===== src/rtl/cnn_pkg.sv =====
// Shared types and sizing constants for the CNN memory loader.
package cnn_pkg;

    // Bus widths toward the CNN memory and the per-region byte counter
    localparam int DATA_W = 8;
    localparam int ADDR_W = 19;
    localparam int CNT_W  = 18;

    // Default byte counts of the five regions, loaded in this order
    localparam int unsigned INPUT_BYTES_DEF = 10000;
    localparam int unsigned L1_BYTES_DEF    = 400;
    localparam int unsigned L2_BYTES_DEF    = 12800;
    localparam int unsigned L3_BYTES_DEF    = 230400;
    localparam int unsigned L4_BYTES_DEF    = 10600;

    // Region index; the value is driven directly onto the address bus
    typedef enum logic [2:0] {
        REG_INPUT = 3'd0,
        REG_L1    = 3'd1,
        REG_L2    = 3'd2,
        REG_L3    = 3'd3,
        REG_L4    = 3'd4
    } region_e;

    // Loader sequencing states
    typedef enum logic [1:0] {
        ST_IDLE = 2'd0,
        ST_LOAD = 2'd1,
        ST_DONE = 2'd2
    } state_e;

endpackage


===== src/rtl/cnn_load_master.sv =====
// Streams the input image and the four layer weight sets from a byte source
// into the CNN memory, one write per accepted byte, region by region.
module cnn_load_master
    import cnn_pkg::*;
#(
    parameter int unsigned INPUT_BYTES = INPUT_BYTES_DEF,
    parameter int unsigned L1_BYTES    = L1_BYTES_DEF,
    parameter int unsigned L2_BYTES    = L2_BYTES_DEF,
    parameter int unsigned L3_BYTES    = L3_BYTES_DEF,
    parameter int unsigned L4_BYTES    = L4_BYTES_DEF
) (
    input  logic              clk,
    input  logic              reset,
    input  logic              start,
    input  logic              abort,
    input  logic [DATA_W-1:0] s_data,
    input  logic              s_valid,
    output logic              s_ready,
    output logic              chipselect,
    output logic              write,
    output logic              read,
    output logic [ADDR_W-1:0] address,
    output logic [DATA_W-1:0] writedata,
    output logic              busy,
    output logic              done,
    output logic [2:0]        region
);

    // Every region must hold at least one byte and fit the byte counter
    if (INPUT_BYTES == 0 || L1_BYTES == 0 || L2_BYTES == 0 ||
        L3_BYTES == 0 || L4_BYTES == 0) begin : g_zero_size
        $error("cnn_load_master: region sizes must be non-zero");
    end
    if (INPUT_BYTES > (1 << CNT_W) || L1_BYTES > (1 << CNT_W) ||
        L2_BYTES > (1 << CNT_W) || L3_BYTES > (1 << CNT_W) ||
        L4_BYTES > (1 << CNT_W)) begin : g_too_big
        $error("cnn_load_master: region size exceeds byte counter range");
    end

    state_e            state;
    region_e           region_q;
    logic [CNT_W-1:0]  byte_cnt;
    logic              accept;

    // Counter value of the final byte of a region
    function automatic logic [CNT_W-1:0] region_last(input region_e r);
        case (r)
            REG_INPUT: return CNT_W'(INPUT_BYTES - 1);
            REG_L1:    return CNT_W'(L1_BYTES - 1);
            REG_L2:    return CNT_W'(L2_BYTES - 1);
            REG_L3:    return CNT_W'(L3_BYTES - 1);
            REG_L4:    return CNT_W'(L4_BYTES - 1);
            default:   return '0;
        endcase
    endfunction

    // Abort and reset must block the handshake in the very cycle they appear
    assign s_ready = (state == ST_LOAD) && !abort && !reset;
    assign accept  = s_valid && s_ready;
    assign read    = 1'b0;
    assign region  = region_q;

    // Sequencer plus the write-strobe register one cycle behind acceptance
    always_ff @(posedge clk) begin
        if (reset) begin
            state      <= ST_IDLE;
            region_q   <= REG_INPUT;
            byte_cnt   <= '0;
            busy       <= 1'b0;
            done       <= 1'b0;
            chipselect <= 1'b0;
            write      <= 1'b0;
            writedata  <= '0;
            address    <= '0;
        end else begin
            // write stage: replay the byte accepted on this edge
            chipselect <= accept;
            write      <= accept;
            writedata  <= accept ? s_data : '0;
            if (accept) begin
                address <= ADDR_W'(region_q);
            end
            done <= 1'b0;

            case (state)
                ST_IDLE: begin
                    if (start && !abort) begin
                        state    <= ST_LOAD;
                        busy     <= 1'b1;
                        region_q <= REG_INPUT;
                        byte_cnt <= '0;
                    end
                end
                ST_LOAD: begin
                    if (abort) begin
                        state    <= ST_IDLE;
                        busy     <= 1'b0;
                        region_q <= REG_INPUT;
                        byte_cnt <= '0;
                    end else if (accept) begin
                        if (byte_cnt == region_last(region_q)) begin
                            byte_cnt <= '0;
                            if (region_q == REG_L4) begin
                                state    <= ST_DONE;
                                busy     <= 1'b0;
                                done     <= 1'b1;
                                region_q <= REG_INPUT;
                            end else begin
                                region_q <= region_e'(region_q + 3'd1);
                            end
                        end else begin
                            byte_cnt <= byte_cnt + 1'b1;
                        end
                    end
                end
                ST_DONE: begin
                    state <= ST_IDLE;
                end
                default: begin
                    state <= ST_IDLE;
                    busy  <= 1'b0;
                end
            endcase
        end
    end

endmodule


===== config.mk =====
export PLATFORM = sky130hd
export DESIGN_NAME = cnn_load_master
export DESIGN_NICKNAME = d
export VERILOG_FILES = /design/src/rtl/cnn_pkg.sv /design/src/rtl/cnn_load_master.sv
export SDC_FILE = /design/constraint.sdc
export NUM_CORES = 1
export LEC_CHECK = 0
export CAP_MARGIN = 20
export CELL_PAD_IN_SITES_DETAIL_PLACEMENT = 0
export CELL_PAD_IN_SITES_GLOBAL_PLACEMENT = 2
export CORE_MARGIN = 4
export CORE_UTILIZATION = 26
export CTS_CLUSTER_DIAMETER = 80
export DETAILED_ROUTE_END_ITERATION = 16
export GPL_ROUTABILITY_DRIVEN = 0
export PLACE_DENSITY = 0.79
export SETUP_SLACK_MARGIN = 0.05
export SLEW_MARGIN = 30
export SYNTH_ARGS = -nofsm -noshare
export SYNTH_HDL_FRONTEND = slang
export SYNTH_SLANG_ARGS = --single-unit

===== constraint.sdc =====
create_clock -name clk -period 2.49 [get_ports clk]
set_input_delay 0.498 -clock clk [delete_from_list [all_inputs] [get_ports clk]]
set_output_delay 0.498 -clock clk [all_outputs]
set_load 0.02 [all_outputs]

==> metrics.yaml <==
outcome:
  outcome: "finished, final reports clean"
floorplanning:
  coreArea_mm2: 0.00769
  io_pins: 49
  rows: 32
  dieArea_mm2: 0.00931
  die_y_um: 96.5
  die_w_um: 96.5
  initial_utilization: 0.265
grt:
  grt_pass1_vias: 1553
  grt_antenna_before_repair: 0
  grt_max_degree: 20
  grt_overflow_total: 0
  grt_pass1_wl_um: 7250
  grt_usage: 0.100
pwr:
  power.density_mw_per_mm2: 471
  power.leakage_uw: 0.00101
  finalPower_uw: 1260
  vdd_drop_max_v: 0.000171
flow_run:
  maxCapViolCount: 0
timing:
  fmax_mhz: 411
  slew_viol_final: 0
  period_share: 0.977
  finalCriticalPeriod_ps: 2430
  rsz0062_at_grt: "true"
  fin_skew_ps: 8.85
  hold_viol_final: 0
  whs_ps: 481
  setup_violations: 0
logic_synthesis:
  synth_top_area_frac: 0.364
  yosysTopAreaCell: "dfxtp_1"
  synth_area_leaders: "dfxtp_1 (36%), buf_4 (7.4%), xor2_1 (5.2%)"
  syn_inst: 224
  ys.warnings.count: 0
  ys_seq_elements: 37
  synth_commonest_cells: "dfxtp_1 (37), buf_4 (20), nand2_1 (13), nor2_1 (13)"
  synth_flop_cell: "dfxtp_1"
  async_flop_share: 0
  yosysMostFrequentCell: "dfxtp_1"
  syn-cell-area_mm2: 0.00204
  avgSynthCellArea_um2: 9.09
  synth_edf_count: 0
  ys_types: 51
  synth_seq_area_share: 0.364
cts:
  clk_latency_ps: 300
  cts.htree.levels: 2
  cts_made_buffers: 5
  clockBufferDepth: 2
  cts-root-buf: "clkbuf_8"
  clock_sinks: 37
  cts_hold_buf: 0
  cts_tree: "done"
  clkSlewWorstSetupHoldPaths_ps: 80
critical_path:
  cp_max_fo: 7
  worst-path-buf-inv: 1
  start_kind: "flip-flop"
  slowest_delay_ps: 530
  end_kind: "flip-flop"
  crit_required_ps: 2700
  cp.arrival_ps: 2640
  crit_type: "flip-flop to flip-flop"
  slowest_stage: "or4_4"
  critPathTopFamily: "simple AND/OR/NAND/NOR gates"
  crit_chain: "inv_1 > ha_4 > a2bb2oi_1 > or4_4 > a221oi_4 > nand4_4 > nand3b_1 > a221oi_2"
layout:
  drive_gt1_frac: 0.207
  area_delta_synth_final_pct: 31.7
  postLayoutCellArea_mm2: 0.00268
  final_util: 0.349
  diodes: 0
  layoutNonFillerInstCount: 373
  fin_nets: 289
place:
  io_buffers: 31
  place_area_mm2: 0.00247
  dpl.hpwl_um: 3290
  dp.cells: 360
drt:
  routedWlPerCell_um: 12.0
  dr.pass1.iters: 4
  viasPerCell: 4.49
  drc_errors: 0
  drtIter0Drc: 92
  ant_nets: 0
  vias: 1675
  routed_wl_um: 4490
worst_hold_path:
  hp-class: "flip-flop to flip-flop"
[registers in the layout (all words and copies together) (netlist names)]
name and count:
done 1, writedata 8, busy 1, state 2, byte_cnt 18, region 3
address 3, write 1
[area by class of cell]
class	instances	area [um2]
fillers	794	5010
clock inverters	2	38.8
inverters	8	32.5
flip-flops and latches	37	752
repair buffers	50	464
well taps	102	128
clock buffers	6	72.6
multi-input cells	168	1190
[cell families after synthesis]
family,after synthesis,synth area share
compound gates,30,0.128
simple gates,94,0.267
buf+inv,35,0.110
flops,37,0.364
mux,3,0.0148
fa+ha+maj,6,0.0369
xor+xnor,18,0.0774
other cells,1,0.00184
[worst reg2reg max path, delay by kind of cell, from the launching register on]
kind / cells / cell delay (ps)
AO/OA/AOI/OAI: 3 / 690
adder cells (fa/ha/maj): 1 / 180
flip-flops: 1 / 370
AND/OR/NAND/NOR: 3 / 1000
buffers and inverters: 1 / 120
[final timing paths]
kind / slack (ps) / cells past startpoint / endpoint / from
worst max-delay path: 60 / 8 / region[0] / region[1]
worst min-delay path: 480 / 2 / address[1] / address[1]
worst max register to register: 60 / 8 / region[0] / region[1]
worst min register to register: 480 / 2 / address[1] / address[1]
[metal layers]
metal	track usage	wire, um	up-vias
met2	0.152	1940	55
li1	-	-	846
met5	0	0	-
met3	0.0356	350	12
met4	0.0386	75	0
met1	0.129	2120	762
[what timing repair did]
action,CTS,global route
pin swaps,2,4
gates resized for setup,3,9
endpoints found under the setup margin,23,22
cloned,0,0
buffers inserted,1,4
[power breakdown]
part / internal [uW] / leakage [uW] / total, uW / switching, uW
Clock: 301 / 0.0000554 / 530 / 229
Sequential: 595 / 0.000301 / 602 / 6.77
Combinational: 56.4 / 0.000657 / 132 / 75.5
Total: 952 / 0.00101 / 1260 / 311
[placed cells by master, fill, tap and decap left out, drive strengths merged, types with 3 or more instances in the layout]
cell,instances
mux2i,3
nand3,12
a221oi,4
ha,6
and3,12
clkdlybuf4s50,30
xor2,12
nor4,3
nor3,4
a21oi,4
inv,8
nand4,4
xnor2,6
nor2b,3
clkbuf,6
nor2,23
nand2b,6
or4,4
o21ai,6
o22ai,3
nand2,13
dfxtp,37
conb,17
buf,19
[stage by stage]
step / setup slack [ps] / TNS [ps]
after floorplan: 56.3 / 0
after global routing: -37.3 / -40.5
after CTS: 42.0 / 0
after detailed placement: -20.1 / -20.1
final: 58.0 / 0
after global placement: -34.1 / -34.1
(Power assumes the default switching activity.)
